$ cat config.mk
export PLATFORM = sky130hd
export DESIGN_NAME = axi_tgen_m
export DESIGN_NICKNAME = d
export VERILOG_FILES = /design/src/rtl/axi_tgen_m.sv
export SDC_FILE = /design/constraint.sdc
export NUM_CORES = 1
export LEC_CHECK = 0
export ABC_AREA = 1
export BUFFER_PORTS_ARGS = -buffer_cell sky130_fd_sc_hd__buf_2
export CORE_MARGIN = 1.5
export CORE_UTILIZATION = 45
export CTS_BUF_LIST = sky130_fd_sc_hd__clkbuf_8
export DETAILED_ROUTE_END_ITERATION = 8
export PLACE_DENSITY_LB_ADDON = 0.2
export SYNTH_ARGS = -nofsm -noshare
export SYNTH_HDL_FRONTEND = slang
export SYNTH_SLANG_ARGS = --single-unit
$ cat constraint.sdc
create_clock -name aclk -period 18.3 [get_ports aclk]
set_input_delay 0 -clock aclk [delete_from_list [all_inputs] [get_ports aclk]]
set_output_delay 0 -clock aclk [all_outputs]
set_load 0.02 [all_outputs]
$ cat src/rtl/axi_tgen_m.sv
// axi_tgen_m: AXI4 traffic generator/checker that writes a seeded pattern to a memory window and verifies it
//   aclk/areset       clock, async active-high reset
//   start/stop/mode   run control (rising edge of start launches; stop ends a mode-3 loop)
//   seed              pattern seed, latched at launch
//   aw/w/b/ar/r       AXI4 master channels, one outstanding transaction, all IDs zero
//   busy/done/status  run state; status = {err_cnt != 0, done}
//   err_cnt           saturating error count, first_err_addr = beat address of the first error
module axi_tgen_m #(
    parameter int DATA_W = 128,
    parameter int ADDR_W = 64,
    parameter int ID_W = 2,
    parameter logic [ADDR_W-1:0] BASE_ADDR = '0,
    parameter int BURST_LEN = 16,
    parameter int NUM_BURSTS = 64
) (
    input  logic                aclk,
    input  logic                areset,
    input  logic                start,
    input  logic                stop,
    input  logic [1:0]          mode,
    input  logic [31:0]         seed,
    output logic                awvalid,
    input  logic                awready,
    output logic [ADDR_W-1:0]   awaddr,
    output logic [7:0]          awlen,
    output logic [2:0]          awsize,
    output logic [1:0]          awburst,
    output logic [ID_W-1:0]     awid,
    output logic                wvalid,
    input  logic                wready,
    output logic [DATA_W-1:0]   wdata,
    output logic [DATA_W/8-1:0] wstrb,
    output logic                wlast,
    input  logic                bvalid,
    output logic                bready,
    input  logic [1:0]          bresp,
    input  logic [ID_W-1:0]     bid,
    output logic                arvalid,
    input  logic                arready,
    output logic [ADDR_W-1:0]   araddr,
    output logic [7:0]          arlen,
    output logic [2:0]          arsize,
    output logic [1:0]          arburst,
    output logic [ID_W-1:0]     arid,
    input  logic                rvalid,
    output logic                rready,
    input  logic [DATA_W-1:0]   rdata,
    input  logic [1:0]          rresp,
    input  logic                rlast,
    input  logic [ID_W-1:0]     rid,
    output logic                busy,
    output logic                done,
    output logic [15:0]         err_cnt,
    output logic [ADDR_W-1:0]   first_err_addr,
    output logic [1:0]          status
);
    localparam int BYTES = DATA_W / 8;
    localparam int LANES = DATA_W / 32;
    localparam logic [ADDR_W-1:0] BEAT_B = ADDR_W'(BYTES);
    localparam logic [ADDR_W-1:0] BURST_B = ADDR_W'(BURST_LEN * BYTES);
    localparam logic [7:0] LAST_BEAT = 8'(BURST_LEN - 1);
    localparam logic [31:0] LAST_BURST = 32'(NUM_BURSTS - 1);

    typedef enum logic [2:0] {IDLE, WR_ADDR, WR_DATA, WR_RESP, RD_ADDR, RD_DATA, DONE} state_t;

    state_t state;
    logic start_q;
    logic [1:0] mode_q;
    logic [31:0] seed_q;
    logic [31:0] burst_idx;
    logic [7:0] beat;
    logic [ADDR_W-1:0] burst_addr;
    logic [ADDR_W-1:0] beat_addr;
    logic [DATA_W-1:0] cur_pat;
    logic r_fire;
    logic b_fire;
    logic last_burst;
    logic [1:0] err_inc;
    logic [16:0] err_sum;
    logic [ADDR_W-1:0] err_addr;
    logic unused;

    function automatic logic [DATA_W-1:0] pat(input logic [31:0] a, input logic [31:0] s);
        logic [DATA_W-1:0] p;
        for (int k = 0; k < LANES; k++) p[32*k +: 32] = (a + 32'(4 * k)) ^ s;
        return p;
    endfunction

    assign awaddr = burst_addr;
    assign araddr = burst_addr;
    assign awlen = LAST_BEAT;
    assign arlen = LAST_BEAT;
    assign awsize = 3'($clog2(BYTES));
    assign arsize = 3'($clog2(BYTES));
    assign awburst = 2'b01;
    assign arburst = 2'b01;
    assign awid = '0;
    assign arid = '0;
    assign wstrb = '1;
    // The same per-beat pattern serves as write data and as the read expectation.
    assign cur_pat = pat(beat_addr[31:0], seed_q);
    assign wdata = cur_pat;
    assign status = {err_cnt != 16'd0, done};
    assign unused = ^{bid, rid};

    assign r_fire = state == RD_DATA && rvalid;
    assign b_fire = state == WR_RESP && bvalid;
    assign last_burst = burst_idx == LAST_BURST;
    // A read beat can carry two errors: bad data/response and a misplaced rlast.
    assign err_inc = b_fire ? {1'b0, bresp != 2'b00}
                   : r_fire ? {1'b0, rdata != cur_pat || rresp != 2'b00} + {1'b0, rlast != (beat == LAST_BEAT)}
                   : 2'b00;
    assign err_sum = {1'b0, err_cnt} + {15'b0, err_inc};
    assign err_addr = state == WR_RESP ? burst_addr : beat_addr;

    always_ff @(posedge aclk or posedge areset) begin
        if (areset) begin
            state <= IDLE;
            start_q <= 1'b0;
            mode_q <= 2'd0;
            seed_q <= 32'd0;
            burst_idx <= 32'd0;
            beat <= 8'd0;
            burst_addr <= BASE_ADDR;
            beat_addr <= BASE_ADDR;
            awvalid <= 1'b0;
            wvalid <= 1'b0;
            wlast <= 1'b0;
            bready <= 1'b0;
            arvalid <= 1'b0;
            rready <= 1'b0;
            busy <= 1'b0;
            done <= 1'b0;
            err_cnt <= 16'd0;
            first_err_addr <= '0;
        end else begin
            start_q <= start;
            if (err_inc != 2'b00) begin
                err_cnt <= err_sum[16] ? 16'hFFFF : err_sum[15:0];
                if (err_cnt == 16'd0) first_err_addr <= err_addr;
            end
            case (state)
                IDLE, DONE: if (start && !start_q) begin
                    mode_q <= mode;
                    seed_q <= seed;
                    done <= 1'b0;
                    busy <= 1'b1;
                    err_cnt <= 16'd0;
                    first_err_addr <= '0;
                    burst_idx <= 32'd0;
                    burst_addr <= BASE_ADDR;
                    awvalid <= mode != 2'd2;
                    arvalid <= mode == 2'd2;
                    state <= mode == 2'd2 ? RD_ADDR : WR_ADDR;
                end
                WR_ADDR: if (awready) begin
                    awvalid <= 1'b0;
                    wvalid <= 1'b1;
                    wlast <= LAST_BEAT == 8'd0;
                    beat <= 8'd0;
                    beat_addr <= burst_addr;
                    state <= WR_DATA;
                end
                WR_DATA: if (wready) begin
                    if (wlast) begin
                        wvalid <= 1'b0;
                        wlast <= 1'b0;
                        bready <= 1'b1;
                        state <= WR_RESP;
                    end else begin
                        beat <= beat + 8'd1;
                        beat_addr <= beat_addr + BEAT_B;
                        wlast <= beat + 8'd1 == LAST_BEAT;
                    end
                end
                WR_RESP: if (bvalid) begin
                    bready <= 1'b0;
                    if (!last_burst) begin
                        burst_idx <= burst_idx + 32'd1;
                        burst_addr <= burst_addr + BURST_B;
                        awvalid <= 1'b1;
                        state <= WR_ADDR;
                    end else if (mode_q == 2'd1) begin
                        busy <= 1'b0;
                        done <= 1'b1;
                        state <= DONE;
                    end else begin
                        burst_idx <= 32'd0;
                        burst_addr <= BASE_ADDR;
                        arvalid <= 1'b1;
                        state <= RD_ADDR;
                    end
                end
                RD_ADDR: if (arready) begin
                    arvalid <= 1'b0;
                    rready <= 1'b1;
                    beat <= 8'd0;
                    beat_addr <= burst_addr;
                    state <= RD_DATA;
                end
                RD_DATA: if (rvalid) begin
                    beat <= beat + 8'd1;
                    beat_addr <= beat_addr + BEAT_B;
                    // Burst end is tracked by beat count; rlast is only checked.
                    if (beat == LAST_BEAT) begin
                        rready <= 1'b0;
                        if (!last_burst) begin
                            burst_idx <= burst_idx + 32'd1;
                            burst_addr <= burst_addr + BURST_B;
                            arvalid <= 1'b1;
                            state <= RD_ADDR;
                        end else if (mode_q == 2'd3 && !stop) begin
                            burst_idx <= 32'd0;
                            burst_addr <= BASE_ADDR;
                            awvalid <= 1'b1;
                            state <= WR_ADDR;
                        end else begin
                            busy <= 1'b0;
                            done <= 1'b1;
                            state <= DONE;
                        end
                    end
                end
                default: state <= IDLE;
            endcase
        end
    end
endmodule

Word level (Yosys, flattened, before mapping):

Cells that the tools add are included.
Widths: inputs -> output; s select.

* reduce and logical (&&, ||, !) cells: 32
* $lt $le $gt $ge: 0
* shift operators: 0
* $mul: 0
* divide/modulo/power cells: 0
* bitwise operators: 4
* eq/ne operators: 34
* multiplexer cells: 105
* add/subtract/negate cells: 9

Operators by type and width (count)
* $mux 64: 18
* $mux 32: 8
* $pmux 64 s4: 1
* $pmux 64 s3: 1
* $ne 128x128->1: 1
* $xor 32x32->32: 4
* $pmux 32 s3: 1
* $add 32x4->32 const B: 2
* $add 64x5->64 const B: 1
* $add 64x9->64 const B: 1
* $mux 16: 4
* $mux 1: 42
* $mux 8: 5
* $mux 3: 12
* $add 32x1->32 const B: 1
* $add 32x3->32 const B: 1
* $eq 32x6->1 const B: 1
* $pmux 8 s4: 1
* $ne 2x2->1 const B: 15
* $reduce_and 9->1: 3
* $pmux 3 s6: 1
* $add 16x2->17: 1
* $eq 8x4->1 const B: 2
* $logic_not 16->1: 1
* other kinds (30): 56

* bits in registers: 294
* word-level logic and storage cells: 202
* input port bits: 180
* memories: 0
* bits in writable memories: 0
* latch bits: 0
* memory bits (read-only): 0

Logic depth before layout (Yosys ltp):

* depth after elaboration: 12
* depth in mapped cells: 31
* gate-level depth less buffers: 30

Least setup slack after synthesis:

No wires, ideal clock.

* path type: register to register
* start point: register beat_addr[2]
* end point: register err_cnt[6]
* arrival: 3790 ps
* period minus slack after synthesis: 3926 ps
* setup slack: 14374 ps
* data required time: 18164 ps
* cell stages (with the launch flop): 31
* setup time: 136 ps
* cell sequence: dfrtp_1 -> inv_1 -> clkbuf_1 -> ha_1 -> inv_1 -> nand2_1 -> nand2_1 -> nand2_1 -> nand2_1 -> nand3_1 -> nor2_1 -> nand2_1 -> nor2_1 -> nand3_1 -> nor2_1 -> nand3_1 -> nor2_1 -> nand2_1 -> ha_1 -> nand2_1 -> nand2_1 -> ha_1 -> fa_1 -> nand4_1 -> nor3_1 -> nand2_1 -> nor2_1 -> nand2_1 -> inv_1 -> a21oi_1 -> a21oi_1

* cells in the longest elaborated chain, start to end: 12
* elaborated cells between the ends (all ways): 18
* classes of those cells: 5 x add/sub; 1 x eq/ne; 6 x mux; 4 x bitwise; 2 x reduce/logical

RTL lines
* start: declaration: line 73 `logic [ADDR_W-1:0] beat_addr;`
* start signal: assignment: line 161 `beat_addr <= burst_addr;`
* start signal: assignment: line 172 `beat_addr <= beat_addr + BEAT_B;`
* start signal: assignment: line 198 `beat_addr <= burst_addr;`
* $add 32x3->32 (*): line 85 `for (int k = 0; k < LANES; k++) p[32*k +: 32] = (a + 32'(4 * k)) ^ s;`
* $xor 32x32->32 (*): line 85
* net wdata[36]: line 31 `output logic [DATA_W-1:0] wdata,`
* $ne 128x128->1 (*): line 111 `: r_fire ? {1'b0, rdata != cur_pat || rresp != 2'b00} + {1'b0, rlast != (beat == LAST_BEAT)}`
* $logic_or 1x1->1 (*): line 111
* $add 1x1->2 (*): line 111
* $mux 2 (*): line 111
* $mux 2 (*): line 110 `assign err_inc = b_fire ? {1'b0, bresp != 2'b00}`
* $add 16x2->17: line 113 `assign err_sum = {1'b0, err_cnt} + {15'b0, err_inc};`
* $mux 16: line 139 `err_cnt <= err_sum[16] ? 16'hFFFF : err_sum[15:0];`
* $mux 16 (*): line 138 `if (err_inc != 2'b00) begin`
* $mux 16: line 143 `IDLE, DONE: if (start && !start_q) begin`
* $mux 16 (*): line 142 `case (state)`
* end signal: assignment: line 139
* end: declaration: line 53 `output logic [15:0] err_cnt,`

The timed path passes the listed nets; every way through them passes the cells marked *.
A chain may end at the register's enable or synchronous reset.

Worst setup path in the final report:

* start point: register beat_addr[2]
* end point: register first_err_addr[58]

* cells in the longest elaborated chain, start to end: 11
* elaborated cells between the ends (all ways): 16
* classes of those cells: 4 x add/sub; 1 x eq/ne; 5 x mux; 4 x bitwise; 2 x reduce/logical

RTL lines
* $add 32x3->32 or $add 32x4->32 (tied branches): line 85
* $xor 32x32->32: line 85
* $ne 128x128->1 (*): line 111
* $logic_or 1x1->1 (*): line 111
* $add 1x1->2 (*): line 111
* $mux 2 (*): line 111
* $mux 2 (*): line 110
* $reduce_bool 2->1 (*): line 138
* $mux 64 (*): line 138
* $mux 64: line 143
* $mux 64 (*): line 142
* end signal: assignment: line 140 `if (err_cnt == 16'd0) first_err_addr <= err_addr;`
* end: declaration: line 54 `output logic [ADDR_W-1:0] first_err_addr,`

Every way passes the cells marked *; elsewhere a longest branch is shown, timed or not.

==> impl_metrics.yaml <==
outcome:
  status: "complete, no violations"
route:
  drtAntennaViolNets: 0
  drtPass1Iterations: 6
  viasPerCell: 5.365
  avgRoutedWirePerCell_um: 20.42
  wirelength_mm: 89.38
  post-route-drc-count: 0
  drtIter0Drc: 2284
  dr_total_vias: 23480
synthesis:
  netlist_area_um2: 21800
  synth_top_family_by_area: "simple AND/OR/NAND/NOR gates"
  synthXorXnorAreaFrac: 0.05222
  yosysMostFrequentCell: "nand2_1"
  synthSimpleGateAreaFrac: 0.3606
  synth.mux.area_fraction: 0
  yosys_register_bits: 283
  ys_types: 61
  syn_avg_cell_area_um2: 6.605
  synth_fa_ha_area_frac: 0.007231
  ys_top_cells_by_area: "dfrtp_1 32%, nand2_1 18%, inv_1 6.2%, buf_4 5.9%, nor2_1 5.8%"
  synth_top_area_frac: 0.3248
  synth_top_cell_by_area: "dfrtp_1"
  synth_commonest_cells: "1026 x nand2_1, 363 x inv_1, 335 x nor2_1"
  synth_edf_count: 0
  ys.flop_type: "dfrtp_1"
  ys_warn_count: 0
  syn_inst: 3301
  synth_compound_area_frac: 0.1105
  synthArstFlopShare: 1.000
  ys_seq_area_frac: 0.3248
placement:
  hpwl_mm: 69.17
  place_ws_ns: 12.74
  portBuffers: 505
  gp_congestion: 1.010
timing:
  slew_viol_final: 0
  fin_crit_ns: 5.724
  setup_slack_ns: 12.58
  rsz0062_at_grt: "false"
  finalSetupViolCount: 0
  worst_pin_slew_ns: 1.104
  holdWs_ns: 0.09513
  finClkSkew_ns: 0.02239
  finalCritPeriodShare: 0.3128
  hold_viol_final: 0
  finalSetupTns_ns: 0
  max_freq_mhz: 174.7
  slew_headroom: 0.2625
setup_path:
  crit_path_start_kind: "flop"
  cp_top_family: "simple AND/OR/NAND/NOR gates"
  reg2reg_slack_ns: 12.58
  slowest_stage: "buf_4"
  timing.rr.end: "first_err_addr[58]$_DFF_PP0_"
  path_depth: 25
  max_stage_delay_ns: 0.74
  r2r-start: "beat_addr[2]$_DFFE_PP0P_"
  r2r_cells: 25
  cp_data_required_time_ns: 18.86
  path_buf_inv: 3
  worstSetupEndpointType: "flop"
  arrival_ns: 6.28
  cp_max_fo: 102
  critPathKind: "flop to flop"
  crit_top_cell: "nand2_1"
global_route:
  first_global_vias: 21670
  grt_pass1_wl_mm: 132.0
  antenna_found_initial: 3
  track_usage: 0.3508
  grt_max_degree: 158
  grt_overflow: 0
pwr:
  power.switching_mw: 1.767
  ir_drop_mv: 0.07661
  seqPwrFrac: 0.254
  power.total_mw: 3.293
  combPwrFrac: 0.560
  internal-power_mw: 1.526
  p_per_area_nw_per_um2: 130.4
  leakagePower_nw: 12.69
  netSwitchingFraction: 0.5367
  power_frac_clock: 0.186
die:
  rows: 80
  die_w_um: 223.1
  start_util: 0.4566
  die_y_um: 223.1
  coreArea_um2: 47750
  num_io_pins: 572
  dieArea_um2: 49780
hold_path:
  hold_path_class: "input port to async pin"
cts:
  worstSkewPairLatency_ns: 0.65
  root_buffer: "clkbuf_8"
  cts.sinks: 283
  cts_max_path_buffers: 3
  post_cts_buffers: 0
  post_cts_resized: 0
  cts_tree: "done"
  cts_hold_buf: 48
  htree_levels: 2
  clk_pin_slew_ns: 0.06
  cts-buffers-inserted: 52
finish:
  layout-drive-gt1-share: 0.1857
  n_fill_cell: 4929
  fin_util: 0.5288
  area_growth_pct: 15.81
  final_nets: 3913
flow_run:
  cap_violations: 0
[tightest hold or removal path, cell delays in order]
cell and delay, ns:
dlygate4sd3_1 0.53, buf_2 0.15, inv_8 0.58
[how the worst max path moves through the flow]
stage | from | to | slack (ns)
2_1_floorplan | areset | araddr[10]$_DFFE_PP0P_ | 10.49
3_3_place_gp | beat_addr[2]$_DFFE_PP0P_ | first_err_addr[36]$_DFF_PP0_ | 12.79
3_5_place_dp | beat_addr[2]$_DFFE_PP0P_ | first_err_addr[39]$_DFF_PP0_ | 12.74
4_1_cts | beat_addr[2]$_DFFE_PP0P_ | first_err_addr[39]$_DFF_PP0_ | 12.71
5_1_grt | beat_addr[2]$_DFFE_PP0P_ | first_err_addr[38]$_DFF_PP0_ | 12.24
6_report | beat_addr[2]$_DFFE_PP0P_ | first_err_addr[58]$_DFF_PP0_ | 12.58
[layout by cell type, fill, tap and decap left out, drive strengths merged, types with 64 or more instances in the layout]
cell type	n
nand2	1048
dfrtp	283
nand4	72
buf	515
clkbuf	64
xor2	117
nand3	181
nor3	98
nor2	374
inv	402
o21ai	197
[cell type report]
cell class / count / area (µm²) / area share
multi-input cells: 2434 / 11810 / 0.4676
flip-flops and latches: 283 / 7082 / 0.2805
repair buffers: 563 / 3095 / 0.1226
inverters: 387 / 1466 / 0.05808
clock buffers: 64 / 880.8 / 0.03489
well taps: 615 / 769.5 / 0.03048
clock inverters: 27 / 138.9 / 0.005500
diodes: 4 / 10.01 / 0.0003964
[sequential cells by signal, summed over array words and instances, names as in the netlist]
signal          count
araddr             56
err_cnt            16
start_q             1
rready              1
state               3
seed_q             32
done                1
burst_idx          32
wvalid              1
busy                1
beat                8
arvalid             1
mode_q              2
wlast               1
first_err_addr     64
awvalid             1
bready              1
beat_addr          61
[per-layer routing]
metal / up-vias / track usage / routed length (µm)
met5: - / 0 / 0
met4: 0 / 0.1960 / 5095
met3: 214 / 0.06638 / 7166
met2: 1083 / 0.5501 / 39670
met1: 10920 / 0.4555 / 37440
li1: 11260 / - / -
[power groups by stage]
stage / registers [mW] / clock network, mW / logic (mW)
detailed placement: 0.842 / 0 / 1.81
floorplan: 0.889 / 0 / 1.22
global route: 0.849 / 0.651 / 1.98
global placement: 0.838 / 0 / 1.81
CTS: 0.833 / 0.623 / 1.83
finish: 0.836 / 0.614 / 1.84
[logic make-up (layout without fill, tap and decap cells)]
family,Yosys count,count (layout)
compound gates,402,402
xor+xnor,130,130
fa+ha+maj,12,12
buf+inv,644,1041
flops,283,283
other cells,2,66
simple gates,1828,1828
[per-stage QoR]
stage / instance area, µm² / std cells
after CTS: 25240 / 4373
after floorplan: 22030 / 3361
after global routing: 25250 / 4376
after global placement: 23740 / 4234
final: 25250 / 4377
after detailed placement: 23740 / 4234
Power figures use the tool's default switching activity.
